### src/rtl/p3_controller.sv
// p3_controller: instruction register, decoder and control FSM driving p3_datapath.
// Latency: MOV imm 3 edges, MOV reg/MVN/CMP 5 edges, ADD/AND 6 edges (s=1 edge to w high).
// Backpressure: load/s are only honoured in WAIT (w=1); they are ignored while busy.
module p3_controller (
  input  logic        clk,
  input  logic        reset,
  input  logic [15:0] in,
  input  logic        load,
  input  logic        s,
  output logic        w,
  output logic [15:0] datapath_in,
  output logic [2:0]  writenum,
  output logic [2:0]  readnum,
  output logic        write,
  output logic        loada,
  output logic        loadb,
  output logic        loadc,
  output logic        loads,
  output logic        asel,
  output logic        bsel,
  output logic        vsel,
  output logic [1:0]  shift,
  output logic [1:0]  ALUop
);

  typedef enum logic [2:0] {
    S_WAIT      = 3'd0,
    S_DECODE    = 3'd1,
    S_WRITE_IMM = 3'd2,
    S_GET_A     = 3'd3,
    S_GET_B     = 3'd4,
    S_ALU       = 3'd5,
    S_WRITE_REG = 3'd6
  } state_t;

  state_t      r_state;
  state_t      w_next;
  logic [15:0] r_ir;

  // Instruction fields
  logic [2:0] w_opcode;
  logic [1:0] w_op;
  logic [2:0] w_rn;
  logic [2:0] w_rd;
  logic [2:0] w_rm;
  logic [7:0] w_imm8;

  assign w_opcode = r_ir[15:13];
  assign w_op     = r_ir[12:11];
  assign w_rn     = r_ir[10:8];
  assign w_rd     = r_ir[7:5];
  assign w_rm     = r_ir[2:0];
  assign w_imm8   = r_ir[7:0];

  // Instruction classes
  logic w_is_mov_imm;
  logic w_is_mov_reg;
  logic w_is_alu_grp;
  logic w_is_add;
  logic w_is_cmp;
  logic w_is_and;
  logic w_is_mvn;

  assign w_is_mov_imm = (w_opcode == 3'b110) && (w_op == 2'b10);
  assign w_is_mov_reg = (w_opcode == 3'b110) && (w_op == 2'b00);
  assign w_is_alu_grp = (w_opcode == 3'b101);
  assign w_is_add     = w_is_alu_grp && (w_op == 2'b00);
  assign w_is_cmp     = w_is_alu_grp && (w_op == 2'b01);
  assign w_is_and     = w_is_alu_grp && (w_op == 2'b10);
  assign w_is_mvn     = w_is_alu_grp && (w_op == 2'b11);

  // IR-derived outputs are live in every state, independent of the FSM.
  assign datapath_in = {{8{w_imm8[7]}}, w_imm8};
  assign shift       = r_ir[4:3];

  // State register; reset aborts any in-flight instruction immediately.
  always_ff @(posedge clk or posedge reset) begin
    if (reset) begin
      r_state <= S_WAIT;
    end else begin
      r_state <= w_next;
    end
  end

  // Instruction register: only writable while idle so a busy instruction keeps its fields.
  always_ff @(posedge clk or posedge reset) begin
    if (reset) begin
      r_ir <= 16'h0000;
    end else if (load && (r_state == S_WAIT)) begin
      r_ir <= in;
    end
  end

  // Next-state logic; DECODE sees the IR latched on the same edge that accepted s.
  always_comb begin
    w_next = r_state;
    case (r_state)
      S_WAIT: begin
        if (s) begin
          w_next = S_DECODE;
        end
      end
      S_DECODE: begin
        if (w_is_mov_imm) begin
          w_next = S_WRITE_IMM;
        end else if (w_is_mov_reg || w_is_mvn) begin
          w_next = S_GET_B;
        end else if (w_is_add || w_is_cmp || w_is_and) begin
          w_next = S_GET_A;
        end else begin
          // Unrecognised encodings retire silently with no side effects.
          w_next = S_WAIT;
        end
      end
      S_WRITE_IMM: w_next = S_WAIT;
      S_GET_A:     w_next = S_GET_B;
      S_GET_B:     w_next = S_ALU;
      S_ALU:       w_next = w_is_cmp ? S_WAIT : S_WRITE_REG;
      S_WRITE_REG: w_next = S_WAIT;
      default:     w_next = S_WAIT;
    endcase
  end

  // Moore control strobes: everything idles at 0 unless the current state claims it.
  always_comb begin
    w        = 1'b0;
    writenum = 3'd0;
    readnum  = 3'd0;
    write    = 1'b0;
    loada    = 1'b0;
    loadb    = 1'b0;
    loadc    = 1'b0;
    loads    = 1'b0;
    asel     = 1'b0;
    bsel     = 1'b0;
    vsel     = 1'b0;
    ALUop    = 2'b00;
    case (r_state)
      S_WAIT: begin
        w = 1'b1;
      end
      S_WRITE_IMM: begin
        writenum = w_rn;
        vsel     = 1'b1;
        write    = 1'b1;
      end
      S_GET_A: begin
        readnum = w_rn;
        loada   = 1'b1;
      end
      S_GET_B: begin
        readnum = w_rm;
        loadb   = 1'b1;
      end
      S_ALU: begin
        // MOV reg passes B through the adder with A forced to zero.
        asel  = w_is_mov_reg;
        ALUop = w_is_mov_reg ? 2'b00 : w_op;
        if (w_is_cmp) begin
          loads = 1'b1;
        end else begin
          loadc = 1'b1;
        end
      end
      S_WRITE_REG: begin
        writenum = w_rd;
        write    = 1'b1;
      end
      default: begin
      end
    endcase
  end

endmodule

### config.mk
export PLATFORM = sky130hd
export DESIGN_NAME = p3_controller
export DESIGN_NICKNAME = d
export VERILOG_FILES = /design/src/rtl/p3_controller.sv
export SDC_FILE = /design/constraint.sdc
export NUM_CORES = 1
export LEC_CHECK = 0
export ABC_AREA = 1
export CAP_MARGIN = 20
export CORE_MARGIN = 2
export CORE_UTILIZATION = 30
export DETAILED_ROUTE_END_ITERATION = 6
export PLACE_DENSITY_LB_ADDON = 0.1
export SLEW_MARGIN = 40
export SYNTH_ARGS = -nofsm -noshare
export SYNTH_HDL_FRONTEND = slang
export SYNTH_SLANG_ARGS = --single-unit
### constraint.sdc
create_clock -name clk -period 1.8 [get_ports clk]
set_clock_uncertainty 0.1 [all_clocks]
set_input_delay 0.36 -clock clk [delete_from_list [all_inputs] [get_ports clk]]
set_output_delay 0.36 -clock clk [all_outputs]
set_load 0.02 [all_outputs]
==> results.py, run 1 <==
metrics = {
    "run_status": {
        "status": "completed",
    },
    "clock_tree": {
        "h-tree-depth": 1,
        "cts.sinks": 19,
        "root_buffer": "clkbuf_8",
        "tritoncts": "yes",
        "max-clock-path-buffers": 2,
        "clk_pin_slew_worst_paths_ns": 0.07,
        "cts-buffers-inserted": 3,
        "clk_latency_ns": 0.25,
        "cts_hold_repair.buffers": 0,
    },
    "logic_synthesis": {
        "yosys_warnings": 0,
        "synth_common_cells": "34 x nand2_1, 23 x nand3_1, 19 x buf_4, 19 x dfrtp_1",
        "synth_fp_nets": 177,
        "synth.avg_cell_area_um2": 7.794,
        "synthMostInstantiatedCell": "nand2_1",
        "netlist_instances": 157,
        "synth_seq_cells": 19,
        "synthTopCellsByArea": "dfrtp_1 39%, buf_4 12%, nand2_1 10%, nand3_1 9.4%, nand2_2 8.2%",
        "synth_edf_count": 0,
        "ys_types": 18,
        "synth-seq-area-share_pct": 38.85,
        "yosysTopAreaCellShare_pct": 38.85,
        "syn-cell-area_um2": 1224,
        "ys.flop_type": "dfrtp_1",
        "yosysTopAreaCell": "dfrtp_1",
        "synthArstFlopShare_pct": 100.0,
    },
    "setup_path": {
        "r2r_cells": 8,
        "crit_family": "flip-flops",
        "r2r-end": "r_ir[6]",
        "critPathArrivalTime_ns": 1.30,
        "crit_path_cell_trace": "inv_1 > nand2_1 > o21ai_0 > buf_2",
        "cp-end-kind": "output port",
        "cpPeakStageDelay_ns": 0.43,
        "path_max_fanout": 4,
        "r2r-start": "r_state[2]",
        "worstPathRequired_ns": 1.34,
        "path_class": "reg -> out",
        "slowest_stage": "dfrtp_1",
        "reg2reg_setup_slack_ns": 0.22,
        "crit_cells": 4,
        "path_buf_inv": 2,
        "crit_path_start_kind": "register",
    },
    "place": {
        "dpl.hpwl_mm": 2.330,
        "dp_cells": 260,
        "gp_congestion": 0.7334,
        "portBuffers": 53,
    },
    "die": {
        "io_pins": 55,
        "die_h_um": 67.87,
        "start_util_pct": 30.81,
        "dieArea_um2": 4606,
        "coreArea_um2": 3971,
        "die_w_um": 67.87,
        "fp-row-count": 23,
    },
    "timing": {
        "hold_viol": 0,
        "setup_viol": 0,
        "slew_viol_final": 0,
        "period_needed_ns": 1.760,
        "finalCritPeriodShare_pct": 97.79,
        "clock.fmax_mhz": 568.1,
        "rsz0062_at_grt": "yes",
        "holdWs_ns": 0.3362,
    },
    "pwr": {
        "p_leak_nw": 0.9556,
        "peakVddDrop_mv": 1.044,
        "power_mw": 3.111,
        "p_per_area_nw_per_um2": 1708,
    },
    "finish": {
        "area_growth_pct": 48.88,
        "nets": 236,
        "post-route-util_pct": 45.87,
        "drive_gt1_share_pct": 35.35,
        "diodes": 0,
        "layout.cells.non_filler": 265,
    },
    "job": {
        "max-cap-violations": 0,
    },
    "global_route": {
        "grt_pass1_wl_mm": 4.899,
        "grt_max_degree": 20,
        "grt_use_total_pct": 14.35,
        "antenna_found_initial": 0,
        "gr-total-overflow": 0,
        "grt_pass1_vias": 1096,
    },
    "route": {
        "drt-total-wl_mm": 2.949,
        "via_per_inst": 4.238,
        "firstDrtPassIters": 4,
        "wl_per_cell_um": 11.13,
        "ant_nets": 0,
        "drt-initial-drc-count": 29,
        "route.detailed.drc": 0,
        "vias": 1123,
    },
    "worst_hold_path": {
        "hold_path_class": "in -> async",
    },
}
cells in the final DEF (no fill, tap or decap):
master and n:
nand3_1 22, nand2_8 1, nand2_1 32, clkbuf_1 1, buf_4 33, inv_8 1
nand2_4 1, clkdlybuf4s50_1 28, nor2_2 1, a21oi_1 2, dlygate4sd2_1 9, o21ai_1 1
nor2_1 10, o21ai_0 2, nand2_2 18, inv_1 13, nand3_4 1, inv_2 3
buf_2 7, conb_1 1, dfrtp_1 18, o21ai_2 3, dfrtp_2 1, nor2_4 3
clkbuf_8 3
report_power, final:
part	internal [mW]	switching [mW]	leakage, nW
Sequential	0.635	0.196	0.235
Combinational	0.862	1.12	0.697
Clock	0.157	0.139	0.0228
worst reg2reg max path, stage by stage, from the launching register on:
cell and delay, ns:
dfrtp_1 0.43, inv_1 0.15, buf_4 0.15, nand2_4 0.08
inv_8 0.05, buf_4 0.23, nand2_8 0.16, nand2_1 0.09
nand2_1 0.05
worst max-delay path by stage:
stage	start	endpoint	slack [ns]
2_1_floorplan	r_state[1]	writenum[0]	0.05
3_3_place_gp	r_state[1]	asel	-0.22
3_5_place_dp	r_state[1]	ALUop[0]	-0.25
4_1_cts	r_state[0]	readnum[0]	0.003
5_1_grt	r_state[1]	loads	-0.04
6_report	r_state[2]	writenum[0]	0.04
area by class of cell:
type / instances / area (um^2)
fill: 421 / 2150
timing repair buffer: 77 / 641.9
multi-input combinational: 98 / 524.3
sequential: 19 / 476.7
inverter: 17 / 71.32
tap: 50 / 62.56
clock buffer: 4 / 45.04
flip-flops by register name, summed over array words and instances (netlist names):
register  cells
r_ir         16
r_state       3
kinds of logic (layout without fill, tap and decap cells):
| family | after synthesis | after routing | share of synthesized area [%] |
|---|---|---|---|
| AND/OR/NAND/NOR | 89 | 89 | 36.09 |
| buffers and inverters | 40 | 98 | 21.47 |
| flip-flops | 19 | 19 | 38.86 |
| other | 1 | 1 | 0.3065 |
| AO/OA/AOI/OAI | 8 | 8 | 3.272 |
metrics by stage:
step | TNS, ns | setup WS (ns) | instance area (um^2)
floorplan | 0 | 0.04906 | 1224
global route | -0.2235 | -0.03781 | 1822
global placement | -2.429 | -0.2217 | 1798
finish | 0 | 0.03980 | 1822
CTS | 0 | 0.003449 | 1774
detailed placement | -2.758 | -0.2465 | 1798
per-layer routing:
| layer | wire (um) | track usage, % | part of all wire (%) | vias up |
|---|---|---|---|---|
| met4 | 43 | 6.000 | 1.5 | 0 |
| met5 | 0 | 0 | 0 | - |
| met2 | 1480 | 25.61 | 50 | 31 |
| met1 | 1279 | 17.13 | 43 | 504 |
| met3 | 146 | 2.138 | 5.0 | 4 |
| li1 | - | - | - | 584 |
what timing repair did:
action                                  4_1_cts  5_1_grt
cloned                                        0        0
gates resized for setup                      89       17
pin swaps                                     0        4
endpoints found under the setup margin       25       12
setup buffers                                 0        1
No activity file was read; power rests on OpenSTA's default activity.
==> run 2: changes to the inputs <==
--- a/config.mk
+++ b/config.mk
@@ -11,6 +11,8 @@
 export CORE_UTILIZATION = 30
 export DETAILED_ROUTE_END_ITERATION = 6
 export PLACE_DENSITY_LB_ADDON = 0.1
+export SETUP_SLACK_MARGIN = 0.05
+export SKIP_CTS_REPAIR_TIMING = 1
 export SLEW_MARGIN = 40
 export SYNTH_ARGS = -nofsm -noshare
 export SYNTH_HDL_FRONTEND = slang
==> run 2 against run 1 <==
Effect of this change: fmax grew 0.80%; via count grew 0.62%; clock power is essentially flat; worst hold slack is essentially flat; worst setup slack gained 0.014 ns; sequential share of layout area shrank 1.5 points; non-clock buffer count is the same; wire length grew 2.2%; critical path type unchanged; largest power group unchanged.
==> results.py, run 2 (synthesis results as in run 1) <==
metrics = {
    "finish": {
        "drive_gt1_share_pct": 41.86,
        "diodes": 0,
        "fillers": 410,
        "nets": 236,
        "final_common_cell": "buf_4",
        "largestRegisters": "r_ir (16), r_state (3)",
        "layout_common_cells": "32 x buf_4, 26 x nand2_1, 24 x nand2_2",
        "postLayoutCellArea_um2": 1946,
        "post-route-util_pct": 48.99,
        "top_register": "r_ir",
        "area_growth_pct": 59.00,
        "largest_register_ff_count": 16,
    },
    "setup_path": {
        "crit_cells": 6,
        "cp-end-kind": "output port",
        "crit_path_cell_trace": "inv_2 > nand2_2 > nor2_4 > inv_2 > nor2_1 > buf_4",
        "path_buf_inv": 3,
        "r2r_cells": 8,
        "path_max_fanout": 4,
        "path_class": "reg -> out",
        "crit_path_start_kind": "register",
        "critPathArrivalTime_ns": 1.29,
        "worstPathRequired_ns": 1.34,
        "crit_top_cell": "inv_2",
        "crit_family": "flip-flops",
        "cpPeakStageDelay_ns": 0.44,
        "slowest_stage": "dfrtp_2",
    },
    "route": {
        "firstDrtPassIters": 4,
        "wl_per_cell_um": 11.37,
        "route.detailed.drc": 0,
        "drt-initial-drc-count": 26,
        "vias": 1130,
        "drt-total-wl_mm": 3.014,
        "ant_nets": 0,
        "via_per_inst": 4.264,
    },
    "clock_tree": {
        "clk_pin_slew_worst_paths_ns": 0.07,
        "h-tree-depth": 1,
        "max-clock-path-buffers": 2,
        "tritoncts": "yes",
        "cts-buffers-inserted": 3,
        "root_buffer": "clkbuf_8",
        "cts.sinks": 19,
        "clk_latency_ns": 0.25,
    },
    "global_route": {
        "gr-total-overflow": 0,
        "grt_use_total_pct": 14.21,
        "grt_pass1_vias": 1086,
        "antenna_found_initial": 0,
        "grt_max_degree": 20,
        "grt_pass1_wl_mm": 4.857,
    },
    "die": {
        "start_util_pct": 30.81,
        "die_h_um": 67.87,
        "die_w_um": 67.87,
        "io_pins": 55,
        "coreArea_um2": 3971,
        "dieArea_um2": 4606,
        "fp-row-count": 23,
    },
    "timing": {
        "slew_viol_final": 0,
        "rsz0062_at_grt": "yes",
        "clock.fmax_mhz": 572.7,
        "hold_viol": 0,
        "setup_viol": 0,
        "period_needed_ns": 1.746,
        "finalCritPeriodShare_pct": 97.01,
    },
    "pwr": {
        "p_per_area_nw_per_um2": 1680,
        "peakVddDrop_mv": 1.098,
        "p_leak_nw": 1.106,
    },
    "place": {
        "placed_area_um2": 1798,
        "portBuffers": 53,
        "dpl.hpwl_mm": 2.330,
        "gp_congestion": 0.7334,
    },
    "run_status": {
        "status": "completed",
    },
    "worst_hold_path": {
        "hold_path_class": "in -> async",
    },
    "job": {
        "max-cap-violations": 0,
    },
}
[run 2: cell types whose count changed in the layout (fill, tap and decap cells not counted), sizes merged]
cell / before / now
dlymetal6s2s: 0 / 14
dlygate4sd2: 9 / 0
clkdlybuf4s50: 28 / 23
buf: 40 / 39
clkbuf: 4 / 5
[run 2: worst paths after layout]
path | startpoint | endpoint | slack, ns
max in group asynchronous | reset | r_state[0] | 1.04
worst min register to register | r_ir[9] | r_ir[9] | 0.38
worst max-delay path | r_state[1] | ALUop[0] | 0.05
worst min-delay path | reset | r_ir[13] | 0.34
min in group clk | r_ir[9] | r_ir[9] | 0.38
worst max register to register | r_state[0] | r_ir[6] | 0.22
[run 2: worst min-delay path, stage by stage]
cell             delay, ns
clkdlybuf4s50_1       0.40
inv_1                 0.06
buf_4                 0.26
[run 2: final cells by class]
cell class                      count  area (um^2)  area share (%)
Timing Repair Buffer               77        729.5           37.49
Sequential cell                    19        479.2           24.63
Inverter                           17        73.82           3.794
Clock buffer                        4        45.04           2.315
Multi-Input combinational cell     98        555.5           28.55
Tap cell                           50        62.56           3.215
[run 2: where the power goes]
group | total, mW | switching (mW) | leakage (nW) | internal (mW)
clock | 0.296 | 0.139 | 0.0228 | 0.157
combinational | 2.12 | 1.16 | 0.851 | 0.964
sequential | 0.849 | 0.210 | 0.232 | 0.639
total | 3.27 | 1.51 | 1.11 | 1.76
[run 2: stage by stage]
step	power [mW]	cells	setup TNS [ns]	hold WS, ns	worst slack, ns
final	3.268	265	0	0.3362	0.05381
after global routing	3.526	265	-0.06541	0.3573	-0.02333
after CTS	3.194	264	-7.897	0.3440	-0.5333
after detailed placement	2.884	260	-2.758	0.3709	-0.2465
after global placement	2.855	260	-2.429	0.3706	-0.2217
after floorplan	2.209	157	0	0.2111	0.04906
[run 2: layer usage]
metal	track usage, %	wire length, um	vias to the layer above
met5	0	0	-
met4	6.000	41	0
met3	1.974	150	4
met2	25.37	1538	31
met1	17.03	1283	514
li1	-	-	581
==> run 3: changes to the inputs <==
==> constraint.sdc (replaced) <==
create_clock -name clk -period 1.5 [get_ports clk]
set_clock_uncertainty 0.1 [all_clocks]
set_input_delay 0.3 -clock clk [delete_from_list [all_inputs] [get_ports clk]]
set_output_delay 0.3 -clock clk [all_outputs]
set_load 0.02 [all_outputs]
==> run 3 against run 2 <==
Effect of this change: the run now ends with negative setup slack left; critical path depth increased by 1; flip-flop and latch count unchanged; via count is 5.8% higher; design area increased by 10%; worst hold slack got worse by 0.082 ns; combinational power increased by 50%; global-route usage rose by 0.14 points; first-iteration DRC count up 46%; highest routed layer unchanged.
==> results.py, run 3 (synthesis results as in run 1) <==
metrics = {
    "pwr": {
        "swShare_pct": 45.13,
        "p_comb_share_pct": 70.5,
        "p_leak_nw": 1.175,
        "clkPwrFrac_pct": 8.1,
        "switchingPower_mw": 2.046,
        "p_int_mw": 2.487,
        "p_per_area_nw_per_um2": 2114,
        "peakVddDrop_mv": 1.114,
        "power_frac_seq_pct": 21.5,
    },
    "timing": {
        "clock.fmax_mhz": 584.9,
        "finalCritPeriodShare_pct": 114.0,
        "hold_viol": 0,
        "period_needed_ns": 1.710,
        "finalSetupTns_ns": -2.363,
        "setup_viol": 16,
        "rsz0062_at_grt": "yes",
        "slew_viol_final": 0,
        "fin_ws_ns": -0.2097,
    },
    "global_route": {
        "grt_pass1_wl_mm": 4.981,
        "grt_use_total_pct": 14.35,
        "antenna_found_initial": 0,
        "grt_max_degree": 20,
        "grt_pass1_vias": 1089,
        "gr-total-overflow": 0,
    },
    "place": {
        "dp_cells": 268,
        "dpl.hpwl_mm": 2.343,
        "portBuffers": 53,
        "gp_congestion": 0.8089,
    },
    "setup_path": {
        "worstPathRequired_ns": 1.10,
        "crit_path_start_kind": "register",
        "path_max_fanout": 4,
        "cp-end-kind": "output port",
        "critPathArrivalTime_ns": 1.31,
        "r2r-start": "r_state[1]",
        "timing.critical_path.from": "r_state[1]",
        "path_class": "reg -> out",
    },
    "run_status": {
        "violations": "negative setup slack",
        "status": "complete, but fails checks",
    },
    "finish": {
        "layout.cells.non_filler": 282,
        "largestRegisters": "r_ir (16), r_state (3)",
        "final_common_cell": "buf_4",
        "largest_register_ff_count": 16,
        "nets": 253,
        "top_register": "r_ir",
        "area_growth_pct": 75.26,
        "fillers": 383,
        "diodes": 0,
        "layout_common_cells": "38 x buf_4, 23 x nand2_1, 22 x nand2_2",
        "drive_gt1_share_pct": 52.59,
    },
    "route": {
        "ant_nets": 0,
        "route.detailed.drc": 0,
        "wl_per_cell_um": 11.64,
        "via_per_inst": 4.241,
        "drt-total-wl_mm": 3.282,
        "drt-initial-drc-count": 38,
        "firstDrtPassIters": 4,
        "vias": 1196,
    },
    "die": {
        "die_h_um": 67.87,
        "die_w_um": 67.87,
        "start_util_pct": 30.81,
        "io_pins": 55,
        "coreArea_um2": 3971,
        "dieArea_um2": 4606,
        "fp-row-count": 23,
    },
    "clock_tree": {
        "clk_latency_ns": 0.26,
        "clk_pin_slew_worst_paths_ns": 0.08,
        "max-clock-path-buffers": 2,
        "root_buffer": "clkbuf_8",
        "tritoncts": "yes",
        "cts-buffers-inserted": 3,
        "cts.sinks": 19,
        "h-tree-depth": 1,
    },
    "worst_hold_path": {
        "hold_path_class": "in -> async",
    },
    "job": {
        "max-cap-violations": 0,
    },
}
run 3: cell types whose count changed in the layout (fill, tap and decap cells not counted), moves of 3 or more:
cell / before / now
buf_4: 32 / 38
buf_6: 7 / 15
clkbuf_2: 1 / 10
clkdlybuf4s50_1: 23 / 19
dlymetal6s2s_1: 14 / 9
nand2_1: 26 / 23
nand2_4: 1 / 6
run 3: stage by stage:
| step | hold WS, ns | area [um^2] | utilization [%] | power, mW | setup slack, ns |
|---|---|---|---|---|---|
| 6_report | 0.2543 | 2145 | 54.00 | 4.533 | -0.2097 |
| 3_3_place_gp | 0.3802 | 1898 | 47.79 | 3.654 | -0.4174 |
| 5_1_grt | 0.3108 | 2145 | 54.00 | 4.883 | -0.2948 |
| 2_1_floorplan | 0.1511 | 1264 | - | 2.718 | 0.004224 |
| 4_1_cts | 0.2674 | 1944 | 48.96 | 4.072 | -0.7330 |
| 3_5_place_dp | 0.3963 | 1898 | 47.79 | 3.692 | -0.4461 |
run 3: area by class of cell:
type	count	area [um^2]	area share (%)
timing repair buffer	93	852.1	39.73
tap	50	62.56	2.917
clock buffer	3	41.29	1.925
clock inverter	1	5.005	0.2334
multi-input combinational	99	635.6	29.64
sequential	19	476.7	22.23
inverter	17	71.32	3.326
run 3: worst paths after layout:
kind                               to  slack, ns  cells past startpoint
max                        readnum[0]      -0.21                      7
min                           r_ir[3]       0.25                      3
max reg2reg                   r_ir[6]       0.03                      9
min reg2reg                   r_ir[3]       0.41                      2
max in group asynchronous  r_state[0]       0.81                      3
min in group clk              r_ir[3]       0.41                      2
run 3: worst max-delay path: stages (launching register included):
cell     delay, ns
dfrtp_1       0.41
buf_6         0.14
nor2_4        0.09
nand2_2       0.06
inv_2         0.08
nand2_1       0.06
o21ai_2       0.07
buf_6         0.14
run 3: per-layer routing:
metal,wire length (um),vias to the layer above,global-route usage [%]
met5,0,-,0
met2,1665,38,23.90
met4,42,0,5.250
met3,156,5,1.974
li1,-,617,-
met1,1418,536,18.97
run 3: power groups by stage:
stage	sequential (mW)	combinational, mW	clock [mW]
3_3_place_gp	0.946	2.71	0
4_1_cts	0.952	2.74	0.377
6_report	0.974	3.19	0.365
2_1_floorplan	0.985	1.73	0
3_5_place_dp	0.960	2.73	0
5_1_grt	1.01	3.47	0.397
